<file path="config.mk">
export PLATFORM = sky130hd
export DESIGN_NAME = bcd_counter_display_flat
export DESIGN_NICKNAME = d
export VERILOG_FILES = /design/src/rtl/bcd7seg_pkg.sv /design/src/rtl/bcd_counter_display_if.sv /design/src/rtl/bcd_digit.sv /design/src/rtl/bcd_counter_display.sv /design/src/flat_wrapper.sv
export SDC_FILE = /design/constraint.sdc
export NUM_CORES = 1
export LEC_CHECK = 0
export BUFFER_PORTS_ARGS = -buffer_cell sky130_fd_sc_hd__clkbuf_2
export CORE_ASPECT_RATIO = 0.6
export CORE_MARGIN = 5
export CORE_UTILIZATION = 58
export CTS_BUF_LIST = sky130_fd_sc_hd__clkbuf_2 sky130_fd_sc_hd__clkbuf_4 sky130_fd_sc_hd__clkbuf_8
export CTS_CLUSTER_DIAMETER = 150
export CTS_CLUSTER_SIZE = 25
export DETAILED_ROUTE_END_ITERATION = 12
export GPL_ROUTABILITY_DRIVEN = 0
export GPL_TIMING_DRIVEN = 0
export MAX_ROUTING_LAYER = met4
export PLACE_DENSITY = 0.93
export SETUP_SLACK_MARGIN = 0.02
export SYNTH_ARGS = -nofsm -noshare
export SYNTH_HDL_FRONTEND = slang
export SYNTH_SLANG_ARGS = --single-unit
</file>
<file path="constraint.sdc">
create_clock -name clk -period 2.4 [get_ports clk]
set_clock_uncertainty 0.1 [all_clocks]
set_input_delay 0.12 -clock clk [delete_from_list [all_inputs] [get_ports clk]]
set_output_delay 0.12 -clock clk [all_outputs]
set_load 0.005 [all_outputs]
</file>
<file path="src/rtl/bcd7seg_pkg.sv">
// Shared definitions for the BCD counter / 7-segment display slice.
// Holds the BCD digit width, the segment field width and bit order,
// the segment codes for 0-9 and BLANK, and a digit-to-segment decoder.
// Segment field per digit is {g,f,e,d,c,b,a}: bit 0 = a ... bit 6 = g.
package bcd7seg_pkg;

    localparam int unsigned BCD_W = 4;
    localparam int unsigned SEG_W = 7;

    // Segment bit positions inside one 7-bit digit field
    localparam int unsigned SEG_A = 0;
    localparam int unsigned SEG_B = 1;
    localparam int unsigned SEG_C = 2;
    localparam int unsigned SEG_D = 3;
    localparam int unsigned SEG_E = 4;
    localparam int unsigned SEG_F = 5;
    localparam int unsigned SEG_G = 6;

    typedef logic [BCD_W-1:0] bcd_t;
    typedef logic [SEG_W-1:0] seg_t;

    localparam bcd_t BCD_MAX = 4'd9;

    // Active-high codes
    localparam seg_t SEG_0     = 7'h3F;
    localparam seg_t SEG_1     = 7'h06;
    localparam seg_t SEG_2     = 7'h5B;
    localparam seg_t SEG_3     = 7'h4F;
    localparam seg_t SEG_4     = 7'h66;
    localparam seg_t SEG_5     = 7'h6D;
    localparam seg_t SEG_6     = 7'h7D;
    localparam seg_t SEG_7     = 7'h07;
    localparam seg_t SEG_8     = 7'h7F;
    localparam seg_t SEG_9     = 7'h6F;
    localparam seg_t SEG_BLANK = 7'h00;

    // Non-BCD nibbles never reach the decoder; they map to BLANK for safety.
    function automatic seg_t bcd_to_seg(input bcd_t d);
        seg_t code;
        case (d)
            4'd0:    code = SEG_0;
            4'd1:    code = SEG_1;
            4'd2:    code = SEG_2;
            4'd3:    code = SEG_3;
            4'd4:    code = SEG_4;
            4'd5:    code = SEG_5;
            4'd6:    code = SEG_6;
            4'd7:    code = SEG_7;
            4'd8:    code = SEG_8;
            4'd9:    code = SEG_9;
            default: code = SEG_BLANK;
        endcase
        return code;
    endfunction

endpackage

</file>
<file path="src/rtl/bcd_counter_display_if.sv">
// Control/status bundle of bcd_counter_display.
//   en, up_dn, load, load_val : driven by the master (controller)
//   count, seg, wrap          : driven by the slave (counter/display)
// NUM_DIGITS must match the attached counter.
interface bcd_counter_display_if
    import bcd7seg_pkg::*;
#(
    parameter int unsigned NUM_DIGITS = 6
);

    logic                        en;
    logic                        up_dn;
    logic                        load;
    logic [BCD_W*NUM_DIGITS-1:0] load_val;
    logic [BCD_W*NUM_DIGITS-1:0] count;
    logic [SEG_W*NUM_DIGITS-1:0] seg;
    logic                        wrap;

    modport master (
        output en, up_dn, load, load_val,
        input  count, seg, wrap
    );

    modport slave (
        input  en, up_dn, load, load_val,
        output count, seg, wrap
    );

endinterface

</file>
<file path="src/rtl/bcd_digit.sv">
// One decade stage of the BCD up/down counter.
// Ports:
//   clk, reset   : clock, synchronous active-high reset
//   step         : count step for the whole counter this cycle
//   up_dn        : 1 = increment, 0 = decrement
//   carry_in     : lower digits all roll over (digit 0: tie to 1)
//   load         : parallel load (beats step)
//   load_nibble  : value to load; anything above 9 loads as 0
//   digit        : registered digit value
//   carry_out    : this stage rolls over on a step (combinational ripple)
module bcd_digit
    import bcd7seg_pkg::*;
(
    input  logic clk,
    input  logic reset,
    input  logic step,
    input  logic up_dn,
    input  logic carry_in,
    input  logic load,
    input  bcd_t load_nibble,
    output bcd_t digit,
    output logic carry_out
);

    always_comb begin
        carry_out = carry_in && (up_dn ? (digit == BCD_MAX) : (digit == '0));
    end

    always_ff @(posedge clk) begin
        if (reset) begin
            digit <= '0;
        end else if (load) begin
            digit <= (load_nibble > BCD_MAX) ? '0 : load_nibble;
        end else if (step && carry_in) begin
            if (up_dn) begin
                digit <= (digit == BCD_MAX) ? '0 : digit + 4'd1;
            end else begin
                digit <= (digit == '0) ? BCD_MAX : digit - 4'd1;
            end
        end
    end

endmodule

</file>
<file path="src/rtl/bcd_counter_display.sv">
// N-digit BCD up/down counter with clock-enable prescaler, parallel load,
// wrap pulse and registered per-digit 7-segment outputs.
// Ports:
//   clk   : rising-edge clock
//   reset : synchronous active-high reset (beats load, load beats step)
//   bus   : bcd_counter_display_if.slave
//           en/up_dn/load/load_val in; count/seg/wrap out
// Parameters: NUM_DIGITS (1..8), TICK_DIV (1..65536), SEG_ACT_LOW (0/1).
// Build option: define LEAD_ZERO_BLANK_EN to blank leading zero digits
// (digit 0 always shown); count and wrap are unaffected.
module bcd_counter_display
    import bcd7seg_pkg::*;
#(
    parameter int unsigned NUM_DIGITS  = 6,
    parameter int unsigned TICK_DIV    = 1,
    parameter int unsigned SEG_ACT_LOW = 0
) (
    input  logic                  clk,
    input  logic                  reset,
    bcd_counter_display_if.slave  bus
);

    localparam int unsigned CNT_W      = BCD_W * NUM_DIGITS;
    localparam int unsigned SEGS_W     = SEG_W * NUM_DIGITS;
    localparam logic [15:0] PRESC_LAST = 16'(TICK_DIV - 1);

    logic [15:0]         presc;
    logic                step;
    logic [NUM_DIGITS:0] carry;
    logic [CNT_W-1:0]    count_q;
    logic [SEGS_W-1:0]   seg_q;
    logic [SEGS_W-1:0]   seg_next;
    logic                wrap_q;

    // Per-digit decode, optional leading-zero blanking and polarity.
    // Walks from the most significant digit down so blanking can track
    // "this and every higher digit is zero".
    function automatic logic [SEGS_W-1:0] seg_encode(input logic [CNT_W-1:0] cnt);
        logic [SEGS_W-1:0] s;
        int unsigned       idx;
        bcd_t              d;
        seg_t              code;
`ifdef LEAD_ZERO_BLANK_EN
        logic              lead;
        lead = 1'b1;
`endif
        s = '0;
        for (int unsigned i = 0; i < NUM_DIGITS; i++) begin
            idx  = NUM_DIGITS - 1 - i;
            d    = cnt[idx*BCD_W +: BCD_W];
            code = bcd_to_seg(d);
`ifdef LEAD_ZERO_BLANK_EN
            lead = lead && (d == '0);
            if (lead && (idx != 0)) begin
                code = SEG_BLANK;
            end
`endif
            s[idx*SEG_W +: SEG_W] = (SEG_ACT_LOW != 0) ? ~code : code;
        end
        return s;
    endfunction

    // Prescaler: advances only on enabled cycles, so dropping en holds the phase.
    always_comb begin
        step = bus.en && (presc == PRESC_LAST);
    end

    always_ff @(posedge clk) begin
        if (reset || bus.load) begin
            presc <= '0;
        end else if (bus.en) begin
            presc <= step ? '0 : presc + 16'd1;
        end
    end

    // Ripple chain: digit i changes when every lower digit rolls over.
    assign carry[0] = 1'b1;

    for (genvar g = 0; g < NUM_DIGITS; g++) begin : g_digit
        bcd_digit u_digit (
            .clk         (clk),
            .reset       (reset),
            .step        (step),
            .up_dn       (bus.up_dn),
            .carry_in    (carry[g]),
            .load        (bus.load),
            .load_nibble (bus.load_val[g*BCD_W +: BCD_W]),
            .digit       (count_q[g*BCD_W +: BCD_W]),
            .carry_out   (carry[g+1])
        );
    end

    // Full-range rollover is a carry out of the top digit on a taken step.
    always_ff @(posedge clk) begin
        if (reset) begin
            wrap_q <= 1'b0;
        end else begin
            wrap_q <= step && !bus.load && carry[NUM_DIGITS];
        end
    end

    always_comb begin
        seg_next = seg_encode(count_q);
    end

    always_ff @(posedge clk) begin
        if (reset) begin
            seg_q <= seg_encode('0);
        end else begin
            seg_q <= seg_next;
        end
    end

    assign bus.count = count_q;
    assign bus.seg   = seg_q;
    assign bus.wrap  = wrap_q;

endmodule

</file>
<file path="src/flat_wrapper.sv">
// flat-port wrapper written by rule: the top's interface ports become plain ports
module bcd_counter_display_flat import bcd7seg_pkg::*;
#(
    parameter int unsigned NUM_DIGITS  = 6,
    parameter int unsigned TICK_DIV    = 1,
    parameter int unsigned SEG_ACT_LOW = 0
)
  (clk, reset, bus_en, bus_up_dn, bus_load, bus_load_val, bus_count, bus_seg, bus_wrap);
  bcd_counter_display_if #(.NUM_DIGITS(NUM_DIGITS)) bus_i ();
  input  logic clk;
  input  logic reset;
  input wire logic [$bits(bus_i.en)-1:0] bus_en;
  input wire logic [$bits(bus_i.up_dn)-1:0] bus_up_dn;
  input wire logic [$bits(bus_i.load)-1:0] bus_load;
  input wire logic [$bits(bus_i.load_val)-1:0] bus_load_val;
  output wire logic [$bits(bus_i.count)-1:0] bus_count;
  output wire logic [$bits(bus_i.seg)-1:0] bus_seg;
  output wire logic [$bits(bus_i.wrap)-1:0] bus_wrap;
  assign bus_i.en = bus_en;
  assign bus_i.up_dn = bus_up_dn;
  assign bus_i.load = bus_load;
  assign bus_i.load_val = bus_load_val;
  assign bus_count = bus_i.count;
  assign bus_seg = bus_i.seg;
  assign bus_wrap = bus_i.wrap;
  bcd_counter_display #(.NUM_DIGITS(NUM_DIGITS), .TICK_DIV(TICK_DIV), .SEG_ACT_LOW(SEG_ACT_LOW)) u_core (.clk(clk), .reset(reset), .bus(bus_i));
endmodule
</file>
# Word-level counts from Yosys, hierarchy flattened
# Memory sizes are Yosys's and may differ from the RTL's. A register that Yosys moved wholly into a read port is not among the register bits.
# Cells that the tools add are included.
[op_classes]
reduce_logical = 28
n_lt_le_gt_ge = 6
n_mux = 43
n_eq_ne = 6
add_sub_neg = 13
[op_table]
columns = ["op", "count"]
rows = [
  ["4-bit two-way mux", 36],
  ["4-bit by 1-bit adder with 4-bit output, second input constant", 6],
  ["4-bit equality test, second input constant", 6],
  ["4-bit greater-than comparator, second input constant", 6],
  ["4-bit zero test", 6],
  ["4-bit by 1-bit subtractor with 4-bit output, second input constant", 6],
  ["16-bit by 1-bit adder with 16-bit output, second input constant", 1],
  ["16-bit zero test", 1],
  ["16-bit two-way mux", 1],
  ["1-bit logical AND", 13],
  ["2-bit nonzero test", 6],
  ["1-bit two-way mux", 6],
  ["1-bit zero test", 1],
  ["1-bit logical OR", 1],
]
[word_totals]
memories = 6
inputBits = 29
ff_bits = 41
romBits = 672
output_inout_bits = 67
[mem_list]
columns = ["memory", "depth", "word_bits", "rd", "rd_clocked_by_memory_dff", "write_ports", "line_no", "source"]
rows = [
  ["(name not given)", 16, 7, 1, 1, 0, "bcd7seg_pkg.sv:40", "case (d)"],
  ["(name not given)", 16, 7, 1, 1, 0, "bcd7seg_pkg.sv:40", ""],
  ["(name not given)", 16, 7, 1, 1, 0, "bcd7seg_pkg.sv:40", ""],
  ["(name not given)", 16, 7, 1, 1, 0, "bcd7seg_pkg.sv:40", ""],
  ["(name not given)", 16, 7, 1, 1, 0, "bcd7seg_pkg.sv:40", ""],
  ["(name not given)", 16, 7, 1, 1, 0, "bcd7seg_pkg.sv:40", ""],
]

# Depth between registers and ports, before layout
# Gate-level depths: netlist of the first run.
[depth]
word_depth = 9
mapped_depth = 8
mapped_depth_nobuf = 8

# Hierarchy
# Synthesis of the first run repeated with hierarchy kept, for this count alone.
[hier_totals]
hier_cells = 632
hier_area_um2 = 5252.5
[by_module_without_submodules]
columns = ["mod", "cells_each", "n_inst", "area_each_um2"]
rows = [
  ["bcd_counter_display", 344, 1, 2992.9],
  ["bcd_digit", 48, 6, 376.6],
]

# Least setup slack after synthesis of the first run
# No wires, ideal clock.
[synth_timing]
path_type = "register to register"
start = "reg u_core.g_digit[1].u_digit.digit[1]"
end = "reg u_core.g_digit[4].u_digit.digit[2]"
required_time_ns = 2.167
period_less_slack_ns = 2.180
slack_ns = 0.220
path_buffers = 1
t_arrival_ns = 1.947
path_stages_with_launch = 9
cell_sequence = "dfxtp_1 > clkbuf_1 > inv_1 > ha_1 > nor4b_2 > o22ai_1 > o31a_1 > a311oi_1 > a211oi_1"
[synth_via]
elab_chain_cells = 7
elab_cells_between_ends = 8
[synth_lines]
columns = ["item", "line_no", "source"]
rows = [
  ["start, declared", "bcd_digit.sv:21", "output bcd_t digit,"],
  ["start signal, assigned", "bcd_digit.sv:33", "digit <= (load_nibble > BCD_MAX) ? '0 : load_nibble;"],
  ["start signal, assigned", "bcd_digit.sv:36", "digit <= (digit == BCD_MAX) ? '0 : digit + 4'd1;"],
  ["start signal, assigned", "bcd_digit.sv:38", "digit <= (digit == '0) ? BCD_MAX : digit - 4'd1;"],
  ["4-bit equality test / 4-bit zero test (equally long branches)", "bcd_digit.sv:26", "carry_out = carry_in && (up_dn ? (digit == BCD_MAX) : (digit == '0));"],
  ["1-bit two-way mux (*)", "bcd_digit.sv:26", ""],
  ["1-bit logical AND (*) (3 in a row)", "bcd_digit.sv:26", ""],
  ["1-bit logical AND (*)", "bcd_digit.sv:34", "end else if (step && carry_in) begin"],
  ["2-bit nonzero test (no line) (*)", "n/a", ""],
  ["end signal, assigned", "bcd_digit.sv:33", ""],
  ["end signal, assigned", "bcd_digit.sv:36", ""],
  ["end signal, assigned", "bcd_digit.sv:38", ""],
  ["end, declared", "bcd_digit.sv:21", ""],
]
# Every way passes the cells marked *; elsewhere a longest branch is shown, timed or not.
# A chain may end at the register's enable or synchronous reset.

# Worst setup path after layout of the first run
[layout_timing]
start = "reg u_core.g_digit[3].u_digit.digit[1]"
end = "reg u_core.g_digit[5].u_digit.digit[2]"
[layout_via]
elab_chain_cells = 6
elab_cells_between_ends = 7
[layout_lines]
columns = ["item", "line_no"]
rows = [
  ["start, declared", "bcd_digit.sv:21"],
  ["start signal, assigned", "bcd_digit.sv:33"],
  ["start signal, assigned", "bcd_digit.sv:36"],
  ["start signal, assigned", "bcd_digit.sv:38"],
  ["4-bit equality test / 4-bit zero test (equally long branches)", "bcd_digit.sv:26"],
  ["1-bit two-way mux (*)", "bcd_digit.sv:26"],
  ["1-bit logical AND (*) (2 in a row)", "bcd_digit.sv:26"],
  ["1-bit logical AND (*)", "bcd_digit.sv:34"],
  ["2-bit nonzero test (no line) (*)", "n/a"],
  ["end signal, assigned", "bcd_digit.sv:33"],
  ["end signal, assigned", "bcd_digit.sv:36"],
  ["end signal, assigned", "bcd_digit.sv:38"],
  ["end, declared", "bcd_digit.sv:21"],
]
# Marked as above.

==> impl_metrics.prom, run 1 <==
# TYPE chip_impl_metric gauge
chip_impl_metric{name="timing.final.max_slew_violations",unit=""} 0
chip_impl_metric{name="post-route-period-util",unit="%"} 97.5
chip_impl_metric{name="place.detailed.instances",unit=""} 861
chip_impl_metric{name="floorplan.initialDensity",unit="%"} 58.7
chip_impl_metric{name="max_slew_margin",unit="%"} 41.9
chip_impl_metric{name="largest_driver_fanout_on_the_critical_path",unit=""} 12
chip_impl_metric{name="number_of_standard_cell_rows_in_the_floorplan",unit=""} 27
chip_impl_metric{name="drt_pre_antenna_iters",unit=""} 7
chip_impl_metric{name="number_of_standard_cells_after_synthesis",unit=""} 652
chip_impl_info{name="worst_setup_path_start_kind",value="flip-flop"} 1
chip_impl_metric{name="synth_sequential_area_ratio",unit="%"} 31.1
chip_impl_metric{name="antennaDiodeCount",unit=""} 0
chip_impl_metric{name="tritoncts.num_buffers",unit=""} 9
chip_impl_metric{name="post-route-min-period",unit="ns"} 2.34
chip_impl_metric{name="ios",unit=""} 96
chip_impl_metric{name="layout-drive-gt1-share",unit="%"} 21.6
chip_impl_metric{name="yosys_register_bits",unit=""} 83
chip_impl_metric{name="finalNetCount",unit=""} 858
chip_impl_info{name="most_used_flip_flop_cell_after_synthesis",value="dfxtp_1"} 1
chip_impl_metric{name="maxCapViolCount",unit=""} 0
chip_impl_metric{name="core",unit="um^2"} 9090
chip_impl_metric{name="htreeDepth",unit=""} 3
chip_impl_metric{name="chipWidth",unit="um"} 134
chip_impl_metric{name="vdd_ir_drop_max",unit="mV"} 0.347
chip_impl_info{name="cts_root_buf",value="clkbuf_8"} 1
chip_impl_metric{name="die_span_y",unit="um"} 84.3
chip_impl_metric{name="worst-r2r-setup-slack",unit="ns"} 0.06
chip_impl_metric{name="p_leak",unit="nW"} 2.68
chip_impl_metric{name="worst_hold_path.num_cells",unit=""} 4
chip_impl_metric{name="synth.avg_cell_area",unit="um^2"} 8.19
chip_impl_metric{name="yosys.cell_types.count",unit=""} 65
chip_impl_metric{name="timing.final.hold_violations",unit=""} 0
chip_impl_metric{name="syn_nets",unit=""} 728
chip_impl_metric{name="clock_sinks",unit=""} 83
chip_impl_info{name="nature_of_the_critical_path_endpoint",value="flip-flop"} 1
chip_impl_metric{name="asyncSetResetFlopFracSynth",unit="%"} 0
chip_impl_info{name="path_class",value="flip-flop to flip-flop"} 1
chip_impl_metric{name="final_antenna_net_count",unit=""} 0
chip_impl_metric{name="max_slew.worst_pin.slew",unit="ns"} 0.871
chip_impl_metric{name="grt.overflow.total",unit=""} 0
chip_impl_metric{name="dr.first_iter.drc_count",unit=""} 969
chip_impl_metric{name="instances_no_fill",unit=""} 902
chip_impl_metric{name="path_clk_slew",unit="ns"} 0.08
chip_impl_metric{name="detail_route.vias_per_cell",unit=""} 6.52
chip_impl_metric{name="track_usage",unit="%"} 30.0
chip_impl_metric{name="die_area",unit="um^2"} 11300
chip_impl_metric{name="drt-total-wl",unit="um"} 16800
chip_impl_metric{name="syn2layout_area_growth",unit="%"} 23.3
chip_impl_metric{name="synth.cell_area",unit="um^2"} 5340
chip_impl_info{name="critical_path.reg2reg.startpoint",value="u_core.g_digit[3].u_digit.digit[1]$_SDFFE_PP0P_"} 1
chip_impl_metric{name="arrival",unit="ns"} 2.48
chip_impl_info{name="timing.hold.worst.start",value="bus_load_val[13]"} 1
chip_impl_metric{name="worst_skew_pair.late_latency",unit="ns"} 0.38
chip_impl_metric{name="place.port_buffers",unit=""} 93
chip_impl_metric{name="post-dp-hpwl",unit="um"} 11500
chip_impl_metric{name="num_vias",unit=""} 5883
chip_impl_metric{name="antenna_found_initial",unit=""} 0
chip_impl_metric{name="cp.required",unit="ns"} 2.54
chip_impl_metric{name="grt_first_pass_wirelength",unit="um"} 26800
chip_impl_metric{name="ys_warn_count",unit=""} 0
chip_impl_metric{name="grt_max_degree",unit=""} 13
chip_impl_metric{name="fmax",unit="MHz"} 427
chip_impl_info{name="status",value="finished clean"} 1
chip_impl_metric{name="wl_per_cell",unit="um"} 18.6
chip_impl_metric{name="first_global_vias",unit=""} 5460
chip_impl_metric{name="worst_r2r_path_depth",unit=""} 8
chip_impl_metric{name="hold_ws",unit="ns"} 0.0181
chip_impl_metric{name="cts.path.max_buffers",unit=""} 2
chip_impl_info{name="cts_tree",value="done"} 1
chip_impl_metric{name="setup_viol",unit=""} 0
chip_impl_metric{name="power_density",unit="nW/um^2"} 536
chip_impl_metric{name="synth_enable_flop_cells",unit=""} 0
chip_impl_info{name="rr_endpoint",value="u_core.g_digit[5].u_digit.digit[2]$_SDFFE_PP0P_"} 1
chip_impl_metric{name="drcViolationCount",unit=""} 0
chip_impl_info{name="path_type_of_the_worst_min_delay_path",value="input port to flip-flop"} 1
chip_impl_info{name="whs_endpoint",value="u_core.g_digit[3].u_digit.digit[0]$_SDFFE_PP0P_"} 1
cell families (layout without fill, tap and decap cells):
kind of cell / after synthesis / in the layout / synth area share, %
simple gates: 210 / 210 / 22.5
buf+inv: 75 / 209 / 5.79
xor+xnor: 11 / 11 / 1.80
fa+ha+maj: 47 / 47 / 11.0
mux: 16 / 16 / 3.02
flops: 83 / 83 / 31.1
compound gates: 210 / 210 / 24.8
area by class of cell:
class | instances | area, um^2
fillers | 605 | 2500
flip-flops and latches | 83 | 1670
clock buffers | 13 | 160
inverters | 36 | 135
repair buffers | 120 | 731
well taps | 116 | 145
multi-input cells | 494 | 3510
plain buffers | 38 | 170
clock inverters | 2 | 60.1
stage by stage:
step | power, mW | cell area, um^2 | utilization, % | setup TNS, ns | worst slack [ns]
2_1_floorplan | 2.02 | 5340 | - | 0 | 0.220
3_3_place_gp | 2.25 | 5950 | 65.5 | -0.783 | -0.136
3_5_place_dp | 2.29 | 5950 | 65.5 | -1.55 | -0.190
4_1_cts | 3.46 | 6500 | 71.6 | 0 | 0.0225
5_1_grt | 3.68 | 6580 | 72.4 | -0.00165 | -0.00165
6_report | 3.53 | 6580 | 72.4 | 0 | 0.0590
power by group:
group	internal (mW)	total, mW	switching [mW]	leakage (nW)
clock network	0.645	1.15	0.505	0.114
registers	1.46	1.53	0.0695	0.683
logic	0.345	0.850	0.505	1.89
total	2.45	3.53	1.08	2.68
what timing repair did:
item | 4_1_cts | 5_1_grt
hold buffers | 25 | 0
gates resized for setup | 20 | 22
hold endpoints to repair | 17 | 0
pin swaps | 2 | 2
setup endpoints to repair | 16 | 15
setup buffers | 2 | 0
worst max-delay path: stages, from the launching register on:
cell	delay, ns
dfxtp_2	0.40
inv_1	0.21
ha_2	0.27
and4b_1	0.26
o221ai_1	0.19
nor4_4	0.25
buf_4	0.19
mux2i_1	0.25
o21ai_1	0.10
Yosys cell counts, types with 11 or more instances:
master	number	area, um^2
ha_1	47	588
a31oi_1	13	81.3
o21ai_0	62	310
nor2_1	63	236
inv_1	33	124
dfxtp_1	83	1660
nand2b_1	11	68.8
clkbuf_1	26	97.6
nor3_1	13	65.1
mux2i_1	15	150
nand2_1	43	161
a21o_1	14	105
nand3_1	16	80.1
a21oi_1	51	255
layout by cell type (no fill, tap or decap), types with 25 or more instances in the layout:
cell            n
nand2_1        43
inv_1          25
o21ai_0        61
dfxtp_1        75
clkbuf_2       93
ha_1           39
a21oi_1        51
dlygate4sd3_1  25
clkbuf_1       25
nor2_1         62
registers in the layout (all words and copies together), names as in the netlist:
register,flops
u_core.bus.seg,42
u_core.g_digit.u_digit.digit,24
u_core.presc,16
u_core.bus.wrap,1
layer usage:
layer / GRT usage, % / routed length [um]
met3: 10.7 / 2100
met4: 10.6 / 664
met1: 38.3 / 6880
met2: 44.1 / 7170
met5: - / 0
how the worst max path moves through the flow:
stage                                                            to  slack (ns)                                            start
global placement    u_core.g_digit[4].u_digit.digit[2]$_SDFFE_PP0P_       -0.14  u_core.g_digit[1].u_digit.digit[1]$_SDFFE_PP0P_
CTS                 u_core.g_digit[3].u_digit.digit[1]$_SDFFE_PP0P_        0.02  u_core.g_digit[1].u_digit.digit[1]$_SDFFE_PP0P_
floorplan           u_core.g_digit[4].u_digit.digit[2]$_SDFFE_PP0P_        0.22  u_core.g_digit[1].u_digit.digit[1]$_SDFFE_PP0P_
finish              u_core.g_digit[5].u_digit.digit[2]$_SDFFE_PP0P_        0.06  u_core.g_digit[3].u_digit.digit[1]$_SDFFE_PP0P_
detailed placement  u_core.g_digit[4].u_digit.digit[2]$_SDFFE_PP0P_       -0.19  u_core.g_digit[1].u_digit.digit[1]$_SDFFE_PP0P_
global route        u_core.g_digit[5].u_digit.digit[2]$_SDFFE_PP0P_      -0.002  u_core.g_digit[3].u_digit.digit[1]$_SDFFE_PP0P_
Power figures use the tool's default switching activity.
==> inputs of run 2 (changes only) <==
Settings changed: CORE_ASPECT_RATIO 0.6 to 2.
==> run 2 against run 1 <==
  * Hold slack lost 0.0047 ns
  * Routed wire length grew 2.2%
  * Setup slack gained 0.012 ns
  * Sequential cell count is the same
  * Utilization grew 0.35 points
  * Non-clock buffer count is the same
  * Largest cell class unchanged
  * Critical path type unchanged
==> impl_metrics.prom, run 2 (same netlist as run 1, synthesis figures left out) <==
# TYPE chip_impl_metric gauge
chip_impl_metric{name="track_usage",unit="%"} 30.4
chip_impl_info{name="cts_tree",value="done"} 1
chip_impl_info{name="rr_endpoint",value="u_core.g_digit[3].u_digit.digit[1]$_SDFFE_PP0P_"} 1
chip_impl_metric{name="grt_first_pass_wirelength",unit="um"} 27800
chip_impl_info{name="leading_cell_type_in_the_layout_fill_and_taps_excluded",value="clkbuf_2"} 1
chip_impl_metric{name="wl_per_cell",unit="um"} 19.3
chip_impl_metric{name="layout-drive-gt1-share",unit="%"} 21.6
chip_impl_metric{name="num_vias",unit=""} 5862
chip_impl_metric{name="post-dp-hpwl",unit="um"} 11900
chip_impl_metric{name="cts.path.max_buffers",unit=""} 2
chip_impl_metric{name="die_span_y",unit="um"} 146
chip_impl_metric{name="worst_r2r_path_depth",unit=""} 9
chip_impl_info{name="path_class",value="flip-flop to flip-flop"} 1
chip_impl_metric{name="chipWidth",unit="um"} 77.8
chip_impl_info{name="status",value="finished clean"} 1
chip_impl_metric{name="path_clk_slew",unit="ns"} 0.09
chip_impl_metric{name="place.detailed.instances",unit=""} 847
chip_impl_metric{name="fin_util",unit="%"} 72.8
chip_impl_metric{name="post-route-period-util",unit="%"} 97.1
chip_impl_metric{name="fmax",unit="MHz"} 429
chip_impl_info{name="path_type_of_the_worst_min_delay_path",value="input port to flip-flop"} 1
chip_impl_metric{name="floorplan.initialDensity",unit="%"} 59.2
chip_impl_metric{name="timing.final.max_slew_violations",unit=""} 0
chip_impl_metric{name="timing.final.hold_violations",unit=""} 0
chip_impl_info{name="worst_setup_path_start_kind",value="flip-flop"} 1
chip_impl_metric{name="antennaDiodeCount",unit=""} 0
chip_impl_info{name="nature_of_the_critical_path_endpoint",value="flip-flop"} 1
chip_impl_metric{name="p_leak",unit="nW"} 2.66
chip_impl_metric{name="power_density",unit="nW/um^2"} 530
chip_impl_metric{name="core",unit="um^2"} 9010
chip_impl_metric{name="drt-total-wl",unit="um"} 17200
chip_impl_info{name="cts_root_buf",value="clkbuf_8"} 1
chip_impl_metric{name="design_power_total",unit="mW"} 3.48
chip_impl_metric{name="cp.required",unit="ns"} 2.57
chip_impl_info{name="whs_endpoint",value="u_core.g_digit[3].u_digit.digit[3]$_SDFFE_PP0P_"} 1
chip_impl_metric{name="worst_skew_pair.late_latency",unit="ns"} 0.39
chip_impl_metric{name="max_slew_margin",unit="%"} 48.6
chip_impl_metric{name="dr.first_iter.drc_count",unit=""} 619
chip_impl_metric{name="max_slew.worst_pin.slew",unit="ns"} 0.771
chip_impl_metric{name="htreeDepth",unit=""} 3
chip_impl_metric{name="clock_sinks",unit=""} 83
chip_impl_metric{name="finalNetCount",unit=""} 858
chip_impl_metric{name="instances_no_fill",unit=""} 889
chip_impl_metric{name="number_of_standard_cell_rows_in_the_floorplan",unit=""} 49
chip_impl_metric{name="tritoncts.num_buffers",unit=""} 9
chip_impl_metric{name="place.port_buffers",unit=""} 93
chip_impl_metric{name="grtUsageMet1",unit="%"} 28.8
chip_impl_metric{name="die_area",unit="um^2"} 11300
chip_impl_metric{name="maxCapViolCount",unit=""} 0
chip_impl_info{name="most-common-layout-cells",value="clkbuf_2 (94), dfxtp_1 (76), nor2_1 (62), o21ai_0 (61), a21oi_1 (51)"} 1
chip_impl_metric{name="drt_pre_antenna_iters",unit=""} 8
chip_impl_metric{name="vdd_ir_drop_max",unit="mV"} 0.432
chip_impl_metric{name="grt.overflow.total",unit=""} 0
chip_impl_metric{name="final_antenna_net_count",unit=""} 0
chip_impl_metric{name="syn2layout_area_growth",unit="%"} 22.9
chip_impl_metric{name="use_met3",unit="%"} 8.24
chip_impl_info{name="critical_path.reg2reg.startpoint",value="u_core.g_digit[1].u_digit.digit[1]$_SDFFE_PP0P_"} 1
chip_impl_metric{name="first_global_vias",unit=""} 5945
chip_impl_metric{name="arrival",unit="ns"} 2.50
chip_impl_metric{name="largest_register_ff_count",unit=""} 42
chip_impl_metric{name="grt_max_degree",unit=""} 16
chip_impl_metric{name="ios",unit=""} 96
chip_impl_metric{name="antenna_found_initial",unit=""} 0
chip_impl_info{name="top_usage_layer",value="met2"} 1
chip_impl_metric{name="worst_hold_path.num_cells",unit=""} 4
chip_impl_metric{name="met2_usage",unit="%"} 52.2
chip_impl_metric{name="drcViolationCount",unit=""} 0
chip_impl_metric{name="worst-r2r-setup-slack",unit="ns"} 0.07
chip_impl_metric{name="setup_viol",unit=""} 0
chip_impl_metric{name="detail_route.vias_per_cell",unit=""} 6.59
chip_impl_metric{name="post-route-min-period",unit="ns"} 2.33
chip_impl_metric{name="largest_driver_fanout_on_the_critical_path",unit=""} 8
chip_impl_info{name="timing.hold.worst.start",value="bus_load_val[13]"} 1
==> run 2: cell count changes in the layout (fill, tap and decap cells not counted), moves of 2 or more <==
cell,before,now
clkbuf_4,3,0
clkinvlp_4,0,3
clkinv_4,0,2
dfxtp_2,8,6
ha_2,3,1
==> run 2: cell type report <==
| class | instances | area [um^2] |
|---|---|---|
| fillers | 613 | 2450 |
| well taps | 102 | 128 |
| clock buffers | 10 | 138 |
| multi-input cells | 494 | 3510 |
| repair buffers | 119 | 721 |
| plain buffers | 39 | 175 |
| clock inverters | 6 | 73.8 |
| inverters | 36 | 141 |
| flip-flops and latches | 83 | 1670 |
==> run 2: metrics by stage <==
stage               hold slack, ns  setup TNS, ns  setup WS (ns)  area, um^2
floorplan                    0.128              0          0.220        5340
global placement             0.253         -0.431        -0.0825        5930
detailed placement           0.255          -1.83         -0.211        5930
CTS                       0.000464              0        0.00313        6450
global route               0.00759        -0.0245        -0.0245        6560
finish                      0.0133              0         0.0707        6560
==> run 2: what timing repair did <==
item	in CTS	in global routing
hold buffers	24	0
resized for setup	18	26
endpoints found under the hold margin	18	0
pin swaps	3	0
setup endpoints to repair	15	17
buffers inserted	2	0
==> run 2: how the worst max path moves through the flow <==
stage,to,startpoint,depth (start not counted),slack (ns)
final,u_core.g_digit[3].u_digit.digit[1]$_SDFFE_PP0P_,u_core.g_digit[1].u_digit.digit[1]$_SDFFE_PP0P_,9,0.07
after global routing,u_core.g_digit[5].u_digit.digit[3]$_SDFFE_PP0P_,u_core.g_digit[3].u_digit.digit[0]$_SDFFE_PP0P_,7,-0.02
after CTS,u_core.g_digit[5].u_digit.digit[3]$_SDFFE_PP0P_,u_core.g_digit[2].u_digit.digit[1]$_SDFFE_PP0P_,7,0.003
after detailed placement,u_core.g_digit[5].u_digit.digit[3]$_SDFFE_PP0P_,u_core.g_digit[3].u_digit.digit[1]$_SDFFE_PP0P_,7,-0.21
after global placement,u_core.g_digit[4].u_digit.digit[2]$_SDFFE_PP0P_,u_core.g_digit[1].u_digit.digit[1]$_SDFFE_PP0P_,8,-0.08
after floorplan,u_core.g_digit[4].u_digit.digit[2]$_SDFFE_PP0P_,u_core.g_digit[1].u_digit.digit[1]$_SDFFE_PP0P_,8,0.22
==> run 2: power by group <==
group | switching (mW) | internal, mW
combinational | 0.505 | 0.348
clock | 0.577 | 0.519
sequential | 0.0688 | 1.46
==> run 2: worst max-delay path, stage by stage, from the launching register on <==
cell	delay, ns
dfxtp_2	0.37
clkbuf_2	0.19
inv_4	0.11
ha_4	0.18
nor4b_4	0.29
nor2_2	0.10
nor4_4	0.27
buf_4	0.19
nor2_2	0.05
mux2_1	0.35
==> run 2: per-layer routing <==
metal | wire (um) | part of all wire (%)
met1 | 5570 | 32
met2 | 8830 | 51
met3 | 1640 | 9.5
met4 | 1140 | 6.6
met5 | 0 | 0
==> inputs of run 3 (changes only) <==
Settings changed: CORE_UTILIZATION 58 to 63, PLACE_DENSITY 0.93 to 0.95.
Clock period 2.4 ns to 2.8 ns, I/O delays scaled along.
==> run 3 against run 2 <==
  * Global-route usage is 3.6 points higher
  * Hold slack better by 0.0087 ns
  * Count of clock-buffer cells in the layout is 1 lower
  * Combinational power is 19% lower
  * Sequential power is 14% lower
  * Routed wire length is 1.3% lower
  * Final cell count is 1.1% lower
  * Total power is 17% lower
  * Clock power is 17% lower
  * Sequential share of layout area is 0.69 points higher
  * Fmax is 11% lower
  * First-iteration DRC count is 15% higher
==> impl_metrics.prom, run 3 (same netlist as run 1, synthesis figures left out) <==
# TYPE chip_impl_metric gauge
chip_impl_metric{name="max_slew_margin",unit="%"} 44.5
chip_impl_metric{name="instances_no_fill",unit=""} 879
chip_impl_metric{name="drt_pre_antenna_iters",unit=""} 9
chip_impl_metric{name="antennaDiodeCount",unit=""} 0
chip_impl_metric{name="path_clk_slew",unit="ns"} 0.10
chip_impl_metric{name="antenna_found_initial",unit=""} 0
chip_impl_metric{name="hold_ws",unit="ns"} 0.0220
chip_impl_info{name="path_type_of_the_worst_min_delay_path",value="input port to flip-flop"} 1
chip_impl_metric{name="die_area",unit="um^2"} 10500
chip_impl_metric{name="post-route-cell-area",unit="um^2"} 6340
chip_impl_metric{name="cts.path.max_buffers",unit=""} 2
chip_impl_metric{name="die_span_y",unit="um"} 140
chip_impl_metric{name="drt-total-wl",unit="um"} 17000
chip_impl_info{name="leading_cell_type_in_the_layout_fill_and_taps_excluded",value="clkbuf_2"} 1
chip_impl_metric{name="chipWidth",unit="um"} 75.1
chip_impl_metric{name="place.detailed.instances",unit=""} 843
chip_impl_metric{name="syn2layout_area_growth",unit="%"} 18.8
chip_impl_metric{name="cp.required",unit="ns"} 2.96
chip_impl_info{name="most-common-layout-cells",value="clkbuf_2 (94), dfxtp_1 (83), nor2_1 (63), o21ai_0 (62), a21oi_1 (51)"} 1
chip_impl_metric{name="post-dp-hpwl",unit="um"} 11800
chip_impl_metric{name="core",unit="um^2"} 8290
chip_impl_metric{name="max_slew.worst_pin.slew",unit="ns"} 0.833
chip_impl_metric{name="power_density",unit="nW/um^2"} 458
chip_impl_info{name="grt_setup_unrepaired",value="no"} 1
chip_impl_metric{name="number_of_standard_cell_rows_in_the_floorplan",unit=""} 47
chip_impl_metric{name="maxCapViolCount",unit=""} 0
chip_impl_metric{name="vdd_ir_drop_max",unit="mV"} 0.447
chip_impl_metric{name="floorplan.initialDensity",unit="%"} 64.4
chip_impl_info{name="path_class",value="flip-flop to flip-flop"} 1
chip_impl_info{name="worst_setup_path_start_kind",value="flip-flop"} 1
chip_impl_info{name="nature_of_the_critical_path_endpoint",value="flip-flop"} 1
chip_impl_metric{name="detail_route.vias_per_cell",unit=""} 6.67
chip_impl_info{name="cts_tree",value="done"} 1
chip_impl_metric{name="layout-drive-gt1-share",unit="%"} 18.2
chip_impl_metric{name="track_usage",unit="%"} 34.0
chip_impl_metric{name="arrival",unit="ns"} 2.77
chip_impl_metric{name="clock_sinks",unit=""} 83
chip_impl_metric{name="setup-tns-final",unit="ns"} 0
chip_impl_info{name="cts_root_buf",value="clkbuf_8"} 1
chip_impl_metric{name="setup_viol",unit=""} 0
chip_impl_metric{name="place.port_buffers",unit=""} 93
chip_impl_metric{name="fmax",unit="MHz"} 383
chip_impl_metric{name="grt_max_degree",unit=""} 16
chip_impl_metric{name="dpl_cell_area",unit="um^2"} 5930
chip_impl_metric{name="worst_skew_pair.late_latency",unit="ns"} 0.38
chip_impl_metric{name="p_leak",unit="nW"} 2.62
chip_impl_metric{name="finalNetCount",unit=""} 852
chip_impl_metric{name="dr.first_iter.drc_count",unit=""} 709
chip_impl_metric{name="htreeDepth",unit=""} 3
chip_impl_metric{name="drcViolationCount",unit=""} 0
chip_impl_metric{name="timing.final.max_slew_violations",unit=""} 0
chip_impl_metric{name="first_global_vias",unit=""} 5930
chip_impl_metric{name="largest_register_ff_count",unit=""} 42
chip_impl_metric{name="largest_driver_fanout_on_the_critical_path",unit=""} 8
chip_impl_metric{name="post-route-period-util",unit="%"} 93.2
chip_impl_metric{name="timing.final.hold_violations",unit=""} 0
chip_impl_metric{name="tritoncts.num_buffers",unit=""} 9
chip_impl_info{name="status",value="finished clean"} 1
chip_impl_metric{name="grt.overflow.total",unit=""} 0
chip_impl_metric{name="ios",unit=""} 96
chip_impl_metric{name="grt_first_pass_wirelength",unit="um"} 27500
chip_impl_metric{name="num_vias",unit=""} 5867
chip_impl_metric{name="wl_per_cell",unit="um"} 19.3
chip_impl_metric{name="final_antenna_net_count",unit=""} 0
chip_impl_metric{name="design_power_total",unit="mW"} 2.90
chip_impl_metric{name="post-route-min-period",unit="ns"} 2.61
run 3: cell types whose count changed in the layout (fill, tap and decap cells not counted), moves of 2 or more:
cell,delta
inv_1,+9
dlygate4sd3_1,-5
ha_1,+7
clkinv_4,-2
inv_6,+2
dfxtp_2,-6
dfxtp_1,+7
inv_2,-7
ha_4,-6
run 3: final cells by class:
cell class	count	area [um^2]
Buffer	39	175
Sequential cell	83	1660
Timing Repair Buffer	113	663
Multi-Input combinational cell	494	3390
Fill cell	551	1950
Inverter	36	135
Clock inverter	7	75.1
Clock buffer	9	124
Tap cell	98	123
run 3: what timing repair did:
action	CTS	global route
setup endpoints to repair	0	8
hold buffers	19	0
buffers inserted	0	1
resized for setup	0	5
endpoints found under the hold margin	14	0
run 3: per-layer routing:
metal / track usage [%] / routed length [um] / vias up
met5: - / 0 / -
met4: 22.7 / 1250 / 0
met3: 8.11 / 1600 / 158
met2: 56.2 / 8740 / 449
met1: 33.9 / 5370 / 2664
li1: - / - / 2596
run 3: critical path, stage by stage (launching register included):
cell	delay (ns)
dfxtp_1	0.39
clkbuf_2	0.21
inv_1	0.13
ha_1	0.32
nor4b_4	0.31
nor2_1	0.16
nor4_4	0.29
buf_4	0.20
nor2_2	0.05
mux2_1	0.33
run 3: power breakdown:
group | internal, mW | switching, mW
registers | 1.25 | 0.0566
clock network | 0.417 | 0.493
logic | 0.271 | 0.417
run 3: path summary, 6_finish.rpt:
path,start,end,slack [ns],depth (start not counted)
max,u_core.g_digit[1].u_digit.digit[1]$_SDFFE_PP0P_,u_core.g_digit[3].u_digit.digit[1]$_SDFFE_PP0P_,0.19,9
min,bus_load_val[1],u_core.g_digit[0].u_digit.digit[1]$_SDFFE_PP0P_,0.02,3
max reg2reg,u_core.g_digit[1].u_digit.digit[1]$_SDFFE_PP0P_,u_core.g_digit[3].u_digit.digit[1]$_SDFFE_PP0P_,0.19,9
min reg2reg,u_core.presc[14]$_SDFFE_PP0P_,u_core.presc[14]$_SDFFE_PP0P_,0.46,2
run 3: stage by stage:
stage / util (%) / worst slack, ns
global placement: 71.5 / 0.318
global route: 76.5 / 0.0570
detailed placement: 71.5 / 0.199
finish: 76.5 / 0.190
CTS: 76.2 / 0.176
floorplan: - / 0.620
